--- src/rtl/ram_ctrl_pkg.sv ---
`default_nettype none
// ============================================================================
//  Module   : ram_ctrl_pkg
//  Purpose  : Shared types and default widths for the RAM port controller.
//  Revision : 1.0 - initial release
// ============================================================================
package ram_ctrl_pkg;

  localparam int DEF_ADDR_W = 5;
  localparam int DEF_DATA_W = 8;

  // Sequencer states; IDLE is the only state in which key presses are taken.
  typedef enum logic [2:0] {
    ST_IDLE      = 3'd0,
    ST_WRITE     = 3'd1,
    ST_READ_WAIT = 3'd2,
    ST_READ_CAP  = 3'd3,
    ST_FILL      = 3'd4
  } ram_ctrl_state_t;

endpackage
`default_nettype wire

--- src/rtl/key_debounce.sv ---
`default_nettype none
// ============================================================================
//  Module   : key_debounce
//  Purpose  : Synchronizes a raw pushbutton, debounces it with a run-length
//             counter and emits a one-cycle pulse on each accepted press.
//  Revision : 1.0 - initial release
// ============================================================================
module key_debounce #(
  parameter int DB_CYCLES = 4
) (
  input  logic clock,
  input  logic reset,
  input  logic key_raw,
  output logic press
);

  localparam int CNT_W = (DB_CYCLES > 1) ? $clog2(DB_CYCLES) : 1;

  logic             sync1_q, sync2_q;
  logic [CNT_W-1:0] cnt_q, cnt_d;
  logic             level_q, level_d;
  logic             level_prev_q, level_prev_d;
  logic             armed_q, armed_d;
  logic             press_q, press_d;

  // Two-flop synchronizer; left unreset so a key held through reset is still
  // seen as held (and therefore not armed) once reset drops.
  always_ff @(posedge clock) begin
    sync1_q <= key_raw;
    sync2_q <= sync1_q;
  end

  // Debounce run counter, edge detect and re-arm after an observed release.
  always_comb begin
    cnt_d        = '0;
    level_d      = level_q;
    level_prev_d = level_q;
    armed_d      = armed_q | ~sync2_q;
    press_d      = level_q & ~level_prev_q & armed_q;
    if (sync2_q != level_q) begin
      if (cnt_q == CNT_W'(DB_CYCLES - 1)) begin
        level_d = sync2_q;
      end else begin
        cnt_d = cnt_q + CNT_W'(1);
      end
    end
  end

  // Debounce state registers.
  always_ff @(posedge clock) begin
    if (reset) begin
      cnt_q        <= '0;
      level_q      <= 1'b0;
      level_prev_q <= 1'b0;
      armed_q      <= 1'b0;
      press_q      <= 1'b0;
    end else begin
      cnt_q        <= cnt_d;
      level_q      <= level_d;
      level_prev_q <= level_prev_d;
      armed_q      <= armed_d;
      press_q      <= press_d;
    end
  end

  assign press = press_q;

endmodule
`default_nettype wire

--- src/rtl/ram_port_ctrl.sv ---
`default_nettype none
// ============================================================================
//  Module   : ram_port_ctrl
//  Purpose  : Turns debounced button presses and switch settings into
//             registered RAM write strobes, read captures and a fill burst.
//  Revision : 1.0 - initial release
// ============================================================================
module ram_port_ctrl
  import ram_ctrl_pkg::*;
#(
  parameter int ADDR_W    = DEF_ADDR_W,
  parameter int DATA_W    = DEF_DATA_W,
  parameter int DB_CYCLES = 4,
  parameter int RD_LAT    = 1
) (
  input  logic              clock,
  input  logic              reset,
  input  logic              key_wr,
  input  logic              key_rd,
  input  logic              key_fill,
  input  logic [ADDR_W-1:0] sw_addr,
  input  logic [DATA_W-1:0] sw_data,
  input  logic [DATA_W-1:0] ram_q,
  output logic [ADDR_W-1:0] ram_address,
  output logic [DATA_W-1:0] ram_data,
  output logic              ram_wren,
  output logic [DATA_W-1:0] rd_data,
  output logic              rd_valid,
  output logic              busy
);

  localparam int WAIT_W = (RD_LAT > 1) ? $clog2(RD_LAT + 1) : 1;

  logic wr_press, rd_press, fill_press;

  key_debounce #(.DB_CYCLES(DB_CYCLES)) u_db_wr (
    .clock(clock), .reset(reset), .key_raw(key_wr), .press(wr_press)
  );

  key_debounce #(.DB_CYCLES(DB_CYCLES)) u_db_rd (
    .clock(clock), .reset(reset), .key_raw(key_rd), .press(rd_press)
  );

  key_debounce #(.DB_CYCLES(DB_CYCLES)) u_db_fill (
    .clock(clock), .reset(reset), .key_raw(key_fill), .press(fill_press)
  );

  ram_ctrl_state_t   state_q, state_d;
  logic [ADDR_W-1:0] ram_address_q, ram_address_d;
  logic [DATA_W-1:0] ram_data_q, ram_data_d;
  logic              ram_wren_q, ram_wren_d;
  logic [WAIT_W-1:0] wait_q, wait_d;
  logic [DATA_W-1:0] rd_data_q, rd_data_d;
  logic              rd_valid_q, rd_valid_d;
  logic              busy_q, busy_d;
  logic [ADDR_W-1:0] next_addr;

  // Sequencer next state and registered RAM-side outputs.
  always_comb begin
    state_d       = state_q;
    ram_address_d = ram_address_q;
    ram_data_d    = ram_data_q;
    ram_wren_d    = 1'b0;
    wait_d        = wait_q;
    rd_data_d     = rd_data_q;
    rd_valid_d    = 1'b0;
    next_addr     = ram_address_q + ADDR_W'(1);
    case (state_q)
      ST_IDLE: begin
        // Fill outranks write, write outranks read.
        if (fill_press) begin
          ram_address_d = '0;
          ram_data_d    = sw_data;
          ram_wren_d    = 1'b1;
          state_d       = ST_FILL;
        end else if (wr_press) begin
          ram_address_d = sw_addr;
          ram_data_d    = sw_data;
          ram_wren_d    = 1'b1;
          state_d       = ST_WRITE;
        end else if (rd_press) begin
          ram_address_d = sw_addr;
          wait_d        = WAIT_W'(RD_LAT);
          state_d       = ST_READ_WAIT;
        end
      end
      ST_WRITE: begin
        state_d = ST_IDLE;
      end
      ST_READ_WAIT: begin
        wait_d = wait_q - WAIT_W'(1);
        if (wait_q <= WAIT_W'(1)) begin
          state_d = ST_READ_CAP;
        end
      end
      ST_READ_CAP: begin
        rd_data_d  = ram_q;
        rd_valid_d = 1'b1;
        state_d    = ST_IDLE;
      end
      ST_FILL: begin
        // The last entry is on the bus this cycle; stop without wrapping.
        if (ram_address_q == '1) begin
          state_d = ST_IDLE;
        end else begin
          ram_address_d = next_addr;
          ram_data_d    = sw_data + DATA_W'(next_addr);
          ram_wren_d    = 1'b1;
        end
      end
      default: begin
        state_d = ST_IDLE;
      end
    endcase
    busy_d = (state_d != ST_IDLE);
  end

  // Sequencer and output registers.
  always_ff @(posedge clock) begin
    if (reset) begin
      state_q       <= ST_IDLE;
      ram_address_q <= '0;
      ram_data_q    <= '0;
      ram_wren_q    <= 1'b0;
      wait_q        <= '0;
      rd_data_q     <= '0;
      rd_valid_q    <= 1'b0;
      busy_q        <= 1'b0;
    end else begin
      state_q       <= state_d;
      ram_address_q <= ram_address_d;
      ram_data_q    <= ram_data_d;
      ram_wren_q    <= ram_wren_d;
      wait_q        <= wait_d;
      rd_data_q     <= rd_data_d;
      rd_valid_q    <= rd_valid_d;
      busy_q        <= busy_d;
    end
  end

  assign ram_address = ram_address_q;
  assign ram_data    = ram_data_q;
  assign ram_wren    = ram_wren_q;
  assign rd_data     = rd_data_q;
  assign rd_valid    = rd_valid_q;
  assign busy        = busy_q;

endmodule
`default_nettype wire

--- config.mk ---
export PLATFORM = sky130hd
export DESIGN_NAME = ram_port_ctrl
export DESIGN_NICKNAME = d
export VERILOG_FILES = /design/src/rtl/ram_ctrl_pkg.sv /design/src/rtl/key_debounce.sv /design/src/rtl/ram_port_ctrl.sv
export SDC_FILE = /design/constraint.sdc
export NUM_CORES = 1
export LEC_CHECK = 0
export CORE_AREA = 2 2 101 54
export CTS_CLUSTER_DIAMETER = 60
export DETAILED_ROUTE_END_ITERATION = 16
export DIE_AREA = 0 0 103 56
export PLACE_DENSITY = 0.78
export RECOVER_POWER = 100
export SYNTH_ARGS = -nofsm -noshare
export SYNTH_HDL_FRONTEND = slang
export SYNTH_SLANG_ARGS = --single-unit
--- constraint.sdc ---
create_clock -name clock -period 2.06 [get_ports clock]
set_clock_uncertainty 0.05 [all_clocks]
set_input_delay 0.206 -clock clock [delete_from_list [all_inputs] [get_ports clock]]
set_output_delay 0.206 -clock clock [all_outputs]
set_load 0.03 [all_outputs]
==> impl_metrics.json <==
{
  "status": "finished, violations left",
  "violations": "negative setup slack",
  "wire_per_inst_um": 13.64,
  "layout_common_cells": "dfxtp_1 (47), clkdlybuf4s50_1 (45), nor2_1 (31)",
  "fin_cells": 345,
  "io_pins": 50,
  "ctsHoldBuffers": 0,
  "hpwl_um": 3244,
  "start_util": 0.4341,
  "crit_path_frequent_cell": "ha_4",
  "finalCritPeriodShare": 1.027,
  "ir_drop_v": 0.0004144,
  "via_per_inst": 4.957,
  "post-route-util": 0.6236,
  "synth_top_area_cell": "dfxtp_1",
  "fillerInstances": 407,
  "slew_violations": 0,
  "grt_pass1_wl_um": 7603,
  "path_clk_slew_ns": 0.10,
  "cp_slowest_cell": "dfxtp_4",
  "preCtsSetupSlack_ns": -0.1789,
  "end_kind": "flop",
  "power_mw": 1.792,
  "drtIter0Drc": 60,
  "root_buffer": "clkbuf_8",
  "slew_headroom": 0.6093,
  "finalInstanceArea_um2": 3005,
  "place.gp.congestion": 0.8200,
  "fmax_mhz": 472.7,
  "required_ns": 2.24,
  "hp-class": "flop to flop",
  "die-area_um2": 5768,
  "drive_above_1_share": 0.1855,
  "tns_ns": -0.06381,
  "cts_tree": "yes",
  "grt_max_degree": 19,
  "synth_top_area_frac": 0.4880,
  "dr_total_vias": 1710,
  "cts.sinks": 51,
  "drt-total-wl_um": 4705,
  "tightestPinTransition_ns": 0.5843,
  "first_global_vias": 1640,
  "crit_path_max_incr_delay_ns": 0.38,
  "nNetsFinal": 311,
  "yosys_warnings": 0,
  "antenna_found_initial": 0,
  "setup_viol": 3,
  "critPathMaxFanout": 4,
  "cts_buffers": 5,
  "drtAntennaViolNets": 0,
  "remaining_drc_errors": 0,
  "syn-cell-area_um2": 2092,
  "critPathKind": "flop to flop",
  "clkLatencyLatePin_ns": 0.31,
  "power_leakage_nw": 1.169,
  "fin_ws_ns": -0.05539,
  "overflow": 0,
  "rsz0062_at_grt": "yes",
  "cp-start-kind": "flop",
  "mostFrequentLayoutCell": "dfxtp_1",
  "dieWidth_um": 103,
  "syn_nets": 248,
  "coreArea_um2": 4820,
  "cts-htree-levels": 2,
  "path_cells": "ha_4 -> and3_4 -> ha_4 -> ha_4 -> o21a_1 -> a21oi_2 -> or3_1 -> a311oi_1",
  "diodes": 0,
  "synth_seq_cells": 51,
  "yosysUniqueCellTypes": 37,
  "cp_data_arrival_time_ns": 2.29,
  "grt_usage": 0.1666,
  "cts_buffer_depth": 2,
  "synth_edf_count": 0,
  "die_h_um": 56,
  "synthTopCellsByArea": "dfxtp_1 (49%), mux2i_1 (6.2%), ha_1 (6.0%)",
  "avgSynthCellArea_um2": 9.915,
  "synthCells": 211,
  "finalHoldViolations": 0,
  "row_count": 18,
  "place_inst": 332,
  "postSynth.asyncResetShare": 0,
  "fin_crit_ns": 2.115,
  "placed_cell_area_um2": 2760,
  "whs_ns": 0.2846,
  "drv_cap": 0,
  "io_buffers": 49,
  "area_growth_pct": 43.66,
  "ys_seq_area_frac": 0.4880,
  "ys.flop_type": "dfxtp_1",
  "powerDensity_nw_per_um2": 596.2,
  "firstDrtPassIters": 4
}
[state kept, by name (all words and copies together) (netlist names), 2 cells and up]
signal and cells:
state_q 3, rd_data 8, ram_address 5, u_db_rd.cnt_q 2, u_db_wr.cnt_q 2, u_db_fill.cnt_q 2
ram_data 8
[critical path: cells and delay by family (launching register included)]
kind                       cells  cell delay (ns)
AOI/OAI and AO/OA              3             0.45
adders and majority gates      3             0.68
DFF                            1             0.38
and+or+nand+nor                2             0.48
[layer usage]
layer,track usage,vias up,part of all wire
met5,0,-,0
met4,0.05263,0,0.0087
met3,0.04523,5,0.060
met2,0.2755,46,0.51
met1,0.2104,791,0.42
li1,-,868,-
[worst paths after layout]
| path | start | to | slack [ns] | cells after the start |
|---|---|---|---|---|
| min | u_db_rd.sync1_q | u_db_rd.sync2_q | 0.28 | 0 |
| min reg2reg | u_db_rd.sync1_q | u_db_rd.sync2_q | 0.28 | 0 |
| max | ram_address[0] | ram_data[6] | -0.06 | 8 |
| max reg2reg | ram_address[0] | ram_data[6] | -0.06 | 8 |
[cell usage after synthesis, types with 2 or more instances]
cell type / instances
a211o_1: 4
a211oi_1: 8
a21o_1: 2
a21oi_1: 11
a311oi_1: 4
buf_2: 4
clkbuf_1: 5
dfxtp_1: 51
ha_1: 10
inv_1: 8
mux2i_1: 13
nand2_1: 7
nand3_1: 2
nor2_1: 31
nor2b_1: 5
nor3_1: 2
nor3b_1: 8
nor4_1: 3
o21a_1: 3
o21ai_0: 3
or3_1: 7
xnor2_1: 5
[cell families after synthesis]
| group | count (synthesis) | share of synthesized area |
|---|---|---|
| adder cells (fa/ha/maj) | 11 | 0.06938 |
| AND/OR/NAND/NOR | 71 | 0.1759 |
| AO/OA/AOI/OAI | 40 | 0.1358 |
| XOR/XNOR | 6 | 0.02512 |
| multiplexers | 14 | 0.06758 |
| buffers and inverters | 18 | 0.03828 |
| flip-flops | 51 | 0.4880 |
[power breakdown]
group	internal, mW	switching (mW)
Combinational	0.0946	0.0678
Clock	0.252	0.366
Sequential	1.00	0.00964
Total	1.35	0.443
[cell type report]
cell class / instances / area, um2 / area share
sequential: 51 / 1031 / 0.3430
inverter: 8 / 30.03 / 0.009992
timing repair buffer: 65 / 606.8 / 0.2019
clock buffer: 5 / 68.82 / 0.02290
multi-input combinational: 143 / 1154 / 0.3838
clock inverter: 3 / 27.53 / 0.009159
tap: 70 / 87.58 / 0.02914
[timing repair]
item	in CTS	in global routing
pin swaps	4	5
setup buffers	1	3
resized for setup	7	12
endpoints found under the setup margin	4	13
cloned	0	1
hold endpoints to repair	0	0
No activity file was read; power rests on OpenSTA's default activity.
